### config.mk
export PLATFORM = sky130hd
export DESIGN_NAME = layer_fetch_sched
export DESIGN_NICKNAME = d
export VERILOG_FILES = /design/src/rtl/layer_fetch_sched.sv
export SDC_FILE = /design/constraint.sdc
export NUM_CORES = 1
export LEC_CHECK = 0
export ABC_AREA = 1
export BUFFER_PORTS_ARGS = -buffer_cell sky130_fd_sc_hd__buf_2
export CAP_MARGIN = 20
export CELL_PAD_IN_SITES_DETAIL_PLACEMENT = 0
export CELL_PAD_IN_SITES_GLOBAL_PLACEMENT = 2
export CORE_MARGIN = 10
export CORE_UTILIZATION = 26
export DETAILED_ROUTE_END_ITERATION = 6
export HOLD_SLACK_MARGIN = 0.06
export PLACE_DENSITY = 0.76
export SETUP_SLACK_MARGIN = 0.2
export SYNTH_ARGS = -nofsm -noshare
export SYNTH_HDL_FRONTEND = slang
export SYNTH_SLANG_ARGS = --single-unit
### constraint.sdc
create_clock -name clk -period 6.1 [get_ports clk]
set_clock_uncertainty 0.15 [all_clocks]
set_input_delay 0.915 -clock clk [delete_from_list [all_inputs] [get_ports clk]]
set_output_delay 0.915 -clock clk [all_outputs]
set_load 0.05 [all_outputs]
### src/rtl/layer_fetch_sched.sv
// Per-pixel layer fetch scheduler: walks the scrolling layers front to back and
// returns the first opaque tile value from a shared tile ROM, or the background.
module layer_fetch_sched #(
  parameter int HWIDTH = 10,
  parameter int VWIDTH = 10,
  parameter int IWIDTH = 4,
  parameter int HSIZE  = 640,
  parameter int VSIZE  = 480,
  parameter int NLAYER = 3,
  parameter int RWIDTH = 14,
  parameter int DWIDTH = 8,
  parameter logic [DWIDTH-1:0] TRANSPARENT = 8'h00,
  parameter logic [DWIDTH-1:0] BGCOLOR     = 8'h00
) (
  input  logic                     clk,
  input  logic                     rst,
  input  logic                     frame_start,
  input  logic [NLAYER*HWIDTH-1:0] hoff_in,
  input  logic [NLAYER*VWIDTH-1:0] voff_in,
  input  logic [NLAYER*RWIDTH-1:0] base_in,
  input  logic [NLAYER-1:0]        layer_en_in,
  input  logic                     req_valid,
  output logic                     req_ready,
  input  logic [HWIDTH-1:0]        hcount,
  input  logic [VWIDTH-1:0]        vcount,
  output logic                     rom_en,
  output logic [RWIDTH-1:0]        rom_addr,
  input  logic [DWIDTH-1:0]        rom_data,
  output logic                     res_valid,
  input  logic                     res_ready,
  output logic [DWIDTH-1:0]        res_data
);

  localparam int IDXW = (NLAYER > 1) ? $clog2(NLAYER) : 1;
  localparam int HW1  = HWIDTH + 1;
  localparam int VW1  = VWIDTH + 1;
  localparam logic [HWIDTH:0]    HLIM   = HW1'(HSIZE);
  localparam logic [VWIDTH:0]    VLIM   = VW1'(VSIZE);
  localparam logic [RWIDTH-1:0]  HTILES = RWIDTH'(HSIZE >> IWIDTH);
  localparam logic [IDXW-1:0]    LAST   = IDXW'(NLAYER - 1);

  typedef enum logic [1:0] {S_IDLE, S_ISSUE, S_CHECK, S_DONE} state_t;

  state_t                     state_r, state_s;
  logic [IDXW-1:0]            idx_r, idx_s;
  logic                       pending_r;
  logic [NLAYER*HWIDTH-1:0]   hoff_sh_r;
  logic [NLAYER*VWIDTH-1:0]   voff_sh_r;
  logic [NLAYER-1:0]          en_sh_r;
  logic [HWIDTH-1:0]          hcnt_r;
  logic [VWIDTH-1:0]          vcnt_r;
  logic                       issued_r;
  logic                       rom_en_r;
  logic [RWIDTH-1:0]          rom_addr_r;
  logic                       res_valid_r;
  logic [DWIDTH-1:0]          res_data_r;

  logic                       load_s, ready_s, cap_s, inrange_s, fetch_s;
  logic [DWIDTH-1:0]          cap_data_s;
  logic [HWIDTH-1:0]          sel_h_s, haddr_s;
  logic [VWIDTH-1:0]          sel_v_s, vaddr_s;
  logic [RWIDTH-1:0]          tile_s, fetch_addr_s;

  // Next-state, handshake and result-capture decisions.
  always_comb begin
    state_s    = state_r;
    idx_s      = idx_r;
    load_s     = 1'b0;
    ready_s    = 1'b0;
    cap_s      = 1'b0;
    cap_data_s = res_data_r;
    sel_h_s    = hcnt_r;
    sel_v_s    = vcnt_r;
    case (state_r)
      S_IDLE: begin
        load_s  = frame_start | pending_r;
        ready_s = ~load_s;
        if (req_valid && ready_s) begin
          state_s = S_ISSUE;
          idx_s   = {IDXW{1'b0}};
          sel_h_s = hcount;
          sel_v_s = vcount;
        end else begin
          state_s = S_IDLE;
        end
      end
      S_ISSUE: state_s = S_CHECK;
      S_CHECK: begin
        if (issued_r && (rom_data != TRANSPARENT)) begin
          state_s    = S_DONE;
          cap_s      = 1'b1;
          cap_data_s = rom_data;
        end else if (idx_r == LAST) begin
          state_s    = S_DONE;
          cap_s      = 1'b1;
          cap_data_s = BGCOLOR;
        end else begin
          state_s = S_ISSUE;
          idx_s   = idx_r + IDXW'(1'b1);
        end
      end
      S_DONE: begin
        if (res_ready) begin
          state_s = S_IDLE;
        end else begin
          state_s = S_DONE;
        end
      end
      default: begin
        state_s = S_IDLE;
        idx_s   = {IDXW{1'b0}};
      end
    endcase
  end

  // Tile address for the layer about to enter ISSUE, so the ROM strobe can be a register.
  always_comb begin
    haddr_s      = sel_h_s + hoff_sh_r[idx_s*HWIDTH +: HWIDTH];
    vaddr_s      = sel_v_s + voff_sh_r[idx_s*VWIDTH +: VWIDTH];
    inrange_s    = ({1'b0, haddr_s} < HLIM) && ({1'b0, vaddr_s} < VLIM);
    tile_s       = RWIDTH'(vaddr_s >> IWIDTH) * HTILES + RWIDTH'(haddr_s >> IWIDTH);
    fetch_s      = (state_s == S_ISSUE) && en_sh_r[idx_s] && inrange_s;
    fetch_addr_s = base_in[idx_s*RWIDTH +: RWIDTH] + tile_s;
  end

  // State, shadow registers and registered outputs.
  always_ff @(posedge clk) begin
    if (rst) begin
      state_r     <= S_IDLE;
      idx_r       <= {IDXW{1'b0}};
      pending_r   <= 1'b0;
      hoff_sh_r   <= {(NLAYER*HWIDTH){1'b0}};
      voff_sh_r   <= {(NLAYER*VWIDTH){1'b0}};
      en_sh_r     <= {NLAYER{1'b0}};
      hcnt_r      <= {HWIDTH{1'b0}};
      vcnt_r      <= {VWIDTH{1'b0}};
      issued_r    <= 1'b0;
      rom_en_r    <= 1'b0;
      rom_addr_r  <= {RWIDTH{1'b0}};
      res_valid_r <= 1'b0;
      res_data_r  <= {DWIDTH{1'b0}};
    end else begin
      state_r <= state_s;
      idx_r   <= idx_s;
      // Pulses seen while busy collapse into a single deferred load.
      if (load_s) begin
        pending_r <= 1'b0;
        hoff_sh_r <= hoff_in;
        voff_sh_r <= voff_in;
        en_sh_r   <= layer_en_in;
      end else begin
        pending_r <= pending_r | frame_start;
      end
      if ((state_r == S_IDLE) && (state_s == S_ISSUE)) begin
        hcnt_r <= hcount;
        vcnt_r <= vcount;
      end
      if (state_s == S_ISSUE) begin
        issued_r <= fetch_s;
      end
      rom_en_r <= fetch_s;
      if (fetch_s) begin
        rom_addr_r <= fetch_addr_s;
      end
      res_valid_r <= (state_s == S_DONE);
      if (cap_s) begin
        res_data_r <= cap_data_s;
      end
    end
  end

  assign req_ready = ready_s;
  assign rom_en    = rom_en_r;
  assign rom_addr  = rom_addr_r;
  assign res_valid = res_valid_r;
  assign res_data  = res_data_r;

endmodule

==> flow_metrics.tcl <==
set metrics [dict create \
    first_pass_iters 5 \
    finalHoldViolations 0 \
    cts_hold_buf 0 \
    dp_hpwl_mm 18.8 \
    rows 59 \
    layout.nets 1465 \
    required_ns 6.27 \
    layout-drive-gt1-share 0.338 \
    placed_area_um2 8670 \
    clockBufferDepth 2 \
    yosysTopAreaCell "dfxtp_1" \
    routed_wl_mm 24.7 \
    synth_cell_type_count 38 \
    clkSinkCount 113 \
    core_um2 26000 \
    fin_cells 1626 \
    gp_congestion 0.813 \
    ys_async_sr_fraction 0 \
    start_util 0.263 \
    crit_path_frequent_cell "nand2_2" \
    relSlewSlack 0.498 \
    htree_levels 4 \
    die_area_um2 33200 \
    hold_class "reg -> reg" \
    startpoint_type "primary input" \
    netlist.area_leader.share 0.331 \
    endpoint_kind "flip-flop" \
    cap_violations 0 \
    reg2reg_to "rom_addr[13]$_SDFFE_PP0P_" \
    grt_util_met3 0.0380 \
    finalSetupViolations 0 \
    vias 7208 \
    synth_seq_cells 113 \
    cts_buffers 17 \
    place_inst 1575 \
    grt_pass1_wl_mm 38.8 \
    criticalPathCategory "in -> reg" \
    syn-num-nets 1212 \
    yosysWarnings 0 \
    clkTransAtPathRegs_ns 0.06 \
    syn_to_final_growth_pct 44.0 \
    die_x_um 182 \
    synth_edf_count 0 \
    syn_avg_cell_area_um2 6.68 \
    finalCriticalPeriod_ns 5.67 \
    grt_most_used_layer "met2" \
    slew_violations 0 \
    fillCellCount 2820 \
    die_h_um 182 \
    grt_usage 0.145 \
    peakVddDrop_v 0.000251 \
    status "completed" \
    worstReg2RegStart "state_r[1]$_SDFF_PP0_" \
    drtIter0Drc 374 \
    ys_seq_area_frac 0.331 \
    r2r_setup_slack_ns 0.68 \
    netlist_instances 1022 \
    cts_tree "built" \
    crit_end "rom_addr[13]$_SDFFE_PP0P_" \
    ys.flop_type "dfxtp_1" \
    multiInputGateArea_um2 4400 \
    slowest_delay_ns 0.32 \
    vias_per_cell 4.43 \
    min_period_over_period 0.930 \
    drc 0 \
    rsz0062_at_grt "true" \
    tightest_slew_ns 0.753 \
    grt_use_met2 0.216 \
    wl_per_cell_um 15.2 \
    final-seq-area_um2 2260 \
    cp_slowest_cell "ha_1" \
    leakage_nw 4.80 \
    io_pins 163 \
    antenna_found_initial 4 \
    insertion_delay_ns 0.43 \
    cp-startpoint "rom_data[2]" \
    ys_top_cells_by_area "dfxtp_1, nor2_1, o21ai_0, ha_1, nand2_1" \
    grt_max_degree 64 \
    fmax_ghz 0.176 \
    final_area_um2 9840 \
    clockRootBuffer "clkbuf_16" \
    rr_worst_depth 35 \
    cp_data_arrival_time_ns 5.84 \
    grt_pass1_vias 7346 \
    cp_max_fo 5 \
    portBuffers 162 \
    syn_area_um2 6830 \
    drtAntennaViolNets 0 \
    cellPowerDensity_nw_per_um2 425 \
    gr-usage-met1 0.200 \
    overflow 0 \
]
-- through the flow --
stage	setup TNS, ns	total power, W	util	hold WS, ns	setup WS (ns)
floorplan	0	0.00192	-	0.280	0.208
global placement	-1.27	0.00282	0.334	0.294	-0.363
detailed placement	-1.44	0.00280	0.334	0.299	-0.375
CTS	0	0.00380	0.357	0.308	0.202
global route	0	0.00450	0.378	0.331	0.0153
finish	0	0.00418	0.379	0.309	0.428
-- per-layer routing --
layer	vias to the layer above	routed length (µm)
li1	3784	-
met1	3264	12500
met2	138	10600
met3	18	1320
met4	4	252
met5	-	21
-- flip-flops by register name, indices dropped and copies added, names as in the netlist --
signal / flops
en_sh_r: 3
hcnt_r: 10
hoff_sh_r: 30
idx_r: 2
issued_r: 1
pending_r: 1
res_data: 8
res_valid: 1
rom_addr: 14
rom_en: 1
state_r: 2
vcnt_r: 10
voff_sh_r: 30
-- layout by cell type, fill, tap and decap left out, types with 3 or more instances in the layout --
cell type and n:
nor2_1 225, buf_2 157, nand2_1 135, o21ai_0 124
buf_4 114, dfxtp_1 113, inv_1 91, a21oi_1 33
ha_1 32, nand2_2 25, nand3_1 25, nor3_1 22
or2_2 17, clkbuf_16 17, nand4_1 15, ha_4 15
xor2_1 14, inv_2 12, a21oi_2 11, o21ai_1 9
inv_6 7, nor2_4 6, buf_6 6, nor2_2 5
inv_8 5, o21ai_2 5, diode_2 3, nand2_4 3
xnor2_1 3, fa_2 3
-- power by group --
part	switching [W]	internal [W]	total [W]
registers	0.0000285	0.000796	0.000825
clock network	0.000435	0.000539	0.000974
logic	0.00124	0.00115	0.00239
total	0.00170	0.00248	0.00418
-- worst max-delay path: cells and delay by family --
| family | cells | cell delay, ns |
|---|---|---|
| AO/OA/AOI/OAI | 5 | 0.70 |
| XOR/XNOR | 2 | 0.35 |
| AND/OR/NAND/NOR | 19 | 1.74 |
| buffers and inverters | 6 | 0.74 |
| adder cells (fa/ha/maj) | 5 | 1.39 |
-- cells by family (layout without fill, tap and decap cells) --
| logic type | Yosys count | after routing | share of synthesized area |
|---|---|---|---|
| compound gates | 191 | 191 | 0.146 |
| xor+xnor | 20 | 20 | 0.0267 |
| fa+ha+maj | 52 | 52 | 0.101 |
| buf+inv | 154 | 420 | 0.0874 |
| flops | 113 | 113 | 0.331 |
| mux | 2 | 2 | 0.00293 |
| other cells | 0 | 3 | 0 |
| simple gates | 490 | 490 | 0.305 |
-- worst min path at each step --
stage	end	startpoint	cells after the start	slack, ns
after floorplan	hoff_sh_r[0]$_SDFFE_PP0P_	hoff_sh_r[0]$_SDFFE_PP0P_	2	0.28
after detailed placement	res_data[2]$_SDFFE_PP0P_	res_data[2]$_SDFFE_PP0P_	2	0.30
after global routing	res_data[4]$_SDFFE_PP0P_	res_data[4]$_SDFFE_PP0P_	2	0.33
final	res_data[2]$_SDFFE_PP0P_	res_data[2]$_SDFFE_PP0P_	2	0.31
after CTS	res_data[2]$_SDFFE_PP0P_	res_data[2]$_SDFFE_PP0P_	2	0.31
after global placement	res_data[6]$_SDFFE_PP0P_	res_data[6]$_SDFFE_PP0P_	2	0.29
-- cell usage after synthesis (all sizes together), types with 3 or more instances --
cell type,number
xnor2,4
xor2,16
and2,3
nor2,237
fa,5
nand4,15
nor3,25
dfxtp,113
a21oi,44
clkbuf,42
o21ai,139
buf,5
inv,107
or2,17
ha,47
nand3,27
nand2,164
-- cell type report --
class	count	share of cell area
multi-input cells	755	0.447
flip-flops and latches	113	0.230
repair buffers	280	0.179
clock buffers	17	0.0432
well taps	335	0.0426
inverters	107	0.0421
clock inverters	15	0.0139
repair inverters	1	0.000763
diodes	3	0.000763
-- repair_timing --
item | in CTS | in global routing
setup endpoints to repair | 4 | 7
setup buffers | 3 | 12
gates resized for setup | 6 | 101
cloned | 1 | 0
hold endpoints to repair | 0 | 0
pin swaps | 2 | 54
(Power assumes the default switching activity.)
